[src/rtl/register_file.sv]
// register_file: 32 x 32-bit integer register file, two combinational read ports, one write port.
// Latency: reads are zero-cycle combinational; writes land at the next rising clk edge.
// Backpressure: none; always ready. Upstream stalls arrive as modify_flag=0.
//
// Ports:
//   clk, rst                       rising-edge clock, synchronous active-high reset
//   modify_flag/_address/_data     write port from MEM/WB (writes to index 0 are dropped)
//   read_flag1/2, read_address1/2  read port enables and indices from ID
//   read_data1/2                   read data (0 while rst, flag low, or index 0)
//
// Optional feature: define REGFILE_BYPASS_EN to forward same-cycle write data to a
// read port that addresses the register being written (WB-to-ID distance 0).
// With the macro undefined, such a read sees the old value until the next cycle.
module register_file (
  input  logic        clk,
  input  logic        rst,
  input  logic        modify_flag,
  input  logic [4:0]  modify_address,
  input  logic [31:0] modify_data,
  input  logic        read_flag1,
  input  logic [4:0]  read_address1,
  input  logic        read_flag2,
  input  logic [4:0]  read_address2,
  output logic [31:0] read_data1,
  output logic [31:0] read_data2
);

  localparam int DATA_W = 32;
  localparam int DEPTH  = 32;

  logic [DEPTH-1:0][DATA_W-1:0] regs_q;
  logic [DEPTH-1:0][DATA_W-1:0] regs_d;
  logic                         wr_en;
  logic                         byp1;
  logic                         byp2;

  // Index 0 is architecturally zero, so a write aimed at it is dropped here;
  // entry 0 is then only ever loaded by reset.
  assign wr_en = modify_flag && (modify_address != 5'd0);

  always_comb begin
    regs_d = regs_q;
    if (wr_en) begin
      regs_d[modify_address] = modify_data;
    end
  end

  // Reset takes priority over a concurrent write.
  always_ff @(posedge clk) begin
    if (rst) begin
      regs_q <= '0;
    end else begin
      regs_q <= regs_d;
    end
  end

`ifdef REGFILE_BYPASS_EN
  // wr_en already excludes index 0, so a forwarded value never leaks onto x0.
  assign byp1 = wr_en && (read_address1 == modify_address);
  assign byp2 = wr_en && (read_address2 == modify_address);
`else
  assign byp1 = 1'b0;
  assign byp2 = 1'b0;
`endif

  always_comb begin
    read_data1 = '0;
    if (!rst && read_flag1 && (read_address1 != 5'd0)) begin
      read_data1 = byp1 ? modify_data : regs_q[read_address1];
    end
  end

  always_comb begin
    read_data2 = '0;
    if (!rst && read_flag2 && (read_address2 != 5'd0)) begin
      read_data2 = byp2 ? modify_data : regs_q[read_address2];
    end
  end

endmodule
[config.mk]
export PLATFORM = sky130hd
export DESIGN_NAME = register_file
export DESIGN_NICKNAME = d
export VERILOG_FILES = /design/src/rtl/register_file.sv
export SDC_FILE = /design/constraint.sdc
export NUM_CORES = 2
export LEC_CHECK = 0
export BUFFER_PORTS_ARGS = -buffer_cell sky130_fd_sc_hd__buf_2
export CORE_MARGIN = 3
export CORE_UTILIZATION = 35
export DETAILED_ROUTE_END_ITERATION = 8
export HOLD_SLACK_MARGIN = 0.12
export PLACE_DENSITY = 0.53
export REMOVE_ABC_BUFFERS = 1
export SLEW_MARGIN = 20
export SYNTH_ARGS = -nofsm -noshare
export SYNTH_HDL_FRONTEND = slang
export SYNTH_SLANG_ARGS = --single-unit
[constraint.sdc]
create_clock -name clk -period 2.2 [get_ports clk]
set_input_delay 0.33 -clock clk [delete_from_list [all_inputs] [get_ports clk]]
set_output_delay 0.33 -clock clk [all_outputs]
set_load 0.005 [all_outputs]
==> results.ini <==
[status]
status=complete, but fails checks
violations=negative setup slack

[placed_design]
port_buffers=115
preCtsSetupSlack_ps=-784
dpl_cell_area_um2=58800
dp.final_hpwl_um=156000
place.gp.congestion=0.950

[routing]
final_antenna_net_count=0
vias=50200
drtIter0Drc=6271
drc=0
drt_wl_total_um=240000
drt_pass1_iterations=6
wl_per_cell_um=28.5
viasPerCell=5.97

[critical_path]
timing.rr.start=regs_q[976]
r2r_end=regs_q[976]
reg2reg_slack_ps=1430
critPathMaxFanout=2
r2r_cells=3
startpoint=regs_q[478]
cp-end-kind=primary output
critPathLaunchType=register
worstPathArrival_ps=2490
crit_type=reg -> out
critPathRequiredTime_ps=1870

[synthesis]
synth_most_common_cell=nand2_1
synth_fa_ha_area_share_pct=0
synthArstFlopShare_pct=0
synth_compound_area_share_pct=15.0
synth_cells=6196
syn_area_um2=52700
muxShareOfSynthArea_pct=23.2
ys_seq_area_share_pct=38.9
synth-edff-count=0
ys_ff_latch=1024
synth_area_leaders=dfxtp_1, nand2_1, mux4_2
syn_avg_cell_area_um2=8.50
yosys.area.top_type=dfxtp_1
yosys.area_share.simple_pct=17.3
synth_flop_cell=dfxtp_1
synth_xor_xnor_area_share_pct=0
ys.warnings.count=0
synth_top_family_by_area=multiplexers
synth.top_cells.by_count=nand2_1, a21oi_1, dfxtp_1, mux2i_1, clkbuf_1
ys_types=41
yosysTopAreaCellShare_pct=38.9

[pwr]
p_per_area_nw_per_um2=674
p_leak_nw=22.6
vdd_drop_max_mv=0.587

[timing]
slew_headroom_pct=26.8
min_period_ps=2820
fin_crit_sh_pct=128
setup_violations=64
hold_viol=0
worst_slew_pin_slew_ps=1100
drv_slew=0
rsz0062_at_grt=yes
skew_ps=0
max_freq_mhz=355
fin_ws_ps=-619
fin_tns_setup_ps=-29400

[grt]
first_global_vias=47300
grt_max_degree=191
grt_pass1_wl_um=343000
overflow=0
antenna_found_initial=17
track_usage_pct=29.8

[hold_path]
hold-path-endpoint=regs_q[436]
holdCritPathClass=in -> reg
hold_start=modify_data[20]
whs_path_depth=3

[layout]
regArea_um2=20700
finalNetCount=6357
largest_register_ffs=1024
final_area_um2=64700
reg.largest.list=regs_q (1024)
final.fill_count=14500
layout-drive-gt1-share_pct=24.5
top_register=regs_q
multi_input_area_um2=31000
syn_to_final_growth_pct=22.9

[floorplan]
num_io_pins=116
rows=141
die_x_um=394
die_y_um=394
core_um2=149000
start_util_pct=35.5
dieArea_um2=155000

[cts]
cts_root_buffer=clkbuf_16
cts_sinks=1024
cts_tree=done
cts.clk_slew.worst_paths_ps=70
h-tree-depth=3
clkLatencyLatePin_ps=740
clockBufferDepth=3
cts_made_buffers=111

[run]
maxCapViolations=0

## worst max path at each step
stage | to | cells after the start
2_1_floorplan | read_data1[29] | 4
3_5_place_dp | read_data1[6] | 10
3_3_place_gp | read_data1[6] | 10
4_1_cts | read_data1[30] | 5
5_1_grt | read_data2[19] | 7
6_report | read_data1[30] | 5
## layer usage
layer | GRT usage (%) | vias up | part of all wire [%]
li1 | - | 21800 | -
met1 | 40.5 | 24900 | 41
met2 | 45.2 | 2877 | 44
met3 | 6.39 | 641 | 11
met4 | 13.6 | 10 | 5.2
met5 | 0 | - | 0.022
## report_power, final
group | internal, W | switching, W | total, W | leakage (nW)
sequential | 0.0187 | 0.000102 | 0.0188 | 8.32
combinational | 0.00172 | 0.00302 | 0.00474 | 12.4
clock | 0.0117 | 0.00842 | 0.0201 | 1.90
total | 0.0321 | 0.0115 | 0.0436 | 22.6
## metrics by stage
step                      total power (W)  util [%]  instances  hold slack [ps]
after floorplan                    0.0204         -       5551              399
after global placement             0.0235      39.6       8186              449
after detailed placement           0.0235      39.6       8186              457
after CTS                          0.0436      43.4       8393              124
after global routing               0.0446      43.6       8401              157
final                              0.0436      43.6       8408              168
## worst max-delay path: stages, from the launching register on
cell and delay, ps:
dfxtp_2 320, mux4_2 480, mux4_2 570, nand2b_4 120
nand3_4 100, buf_6 140
## layout make-up
cell class	instances	share of cell area (%)
multi-input combinational	4523	47.9
sequential	1024	31.9
timing repair buffer	641	10.3
clock buffer	167	5.11
tap	2002	3.87
clock inverter	40	0.845
antenna	7	0.0271
inverter	4	0.0232
## timing repair
item | in CTS | in global routing
cloned | 1 | 1
hold endpoints to repair | 127 | 0
gates resized for setup | 446 | 96
buffers inserted | 6 | 8
endpoints found under the setup margin | 64 | 64
hold buffers | 11 | 0
pin swaps | 120 | 13
## placed cells by master, fill, tap and decap left out, types with 13 or more instances in the layout
master     instances
nand2_1         1996
a21oi_1          992
dfxtp_1          890
mux2i_1          442
buf_4            360
mux4_2           289
a22oi_1          154
buf_12           139
dfxtp_2          134
clkbuf_16        113
buf_2             88
nand3_1           81
mux2_4            76
a221oi_1          54
nand2b_1          39
nand2_2           38
nor2b_1           35
a21oi_4           32
clkbuf_8          32
buf_6             32
o21ai_1           31
o21ai_0           30
a32oi_2           28
clkbuf_1          25
nand2_4           24
a32oi_4           21
a21oi_2           19
clkinv_2          18
nor2_4            17
mux2_2            16
and2_2            16
a32oi_1           13
## cell families (layout without fill, tap and decap cells)
| family | Yosys count | count (layout) |
|---|---|---|
| buffers and inverters | 649 | 852 |
| AOI/OAI and AO/OA | 1400 | 1400 |
| and+or+nand+nor | 2295 | 2295 |
| muxes | 828 | 828 |
| DFF | 1024 | 1024 |
| other | 0 | 7 |
(Power assumes the default switching activity.)
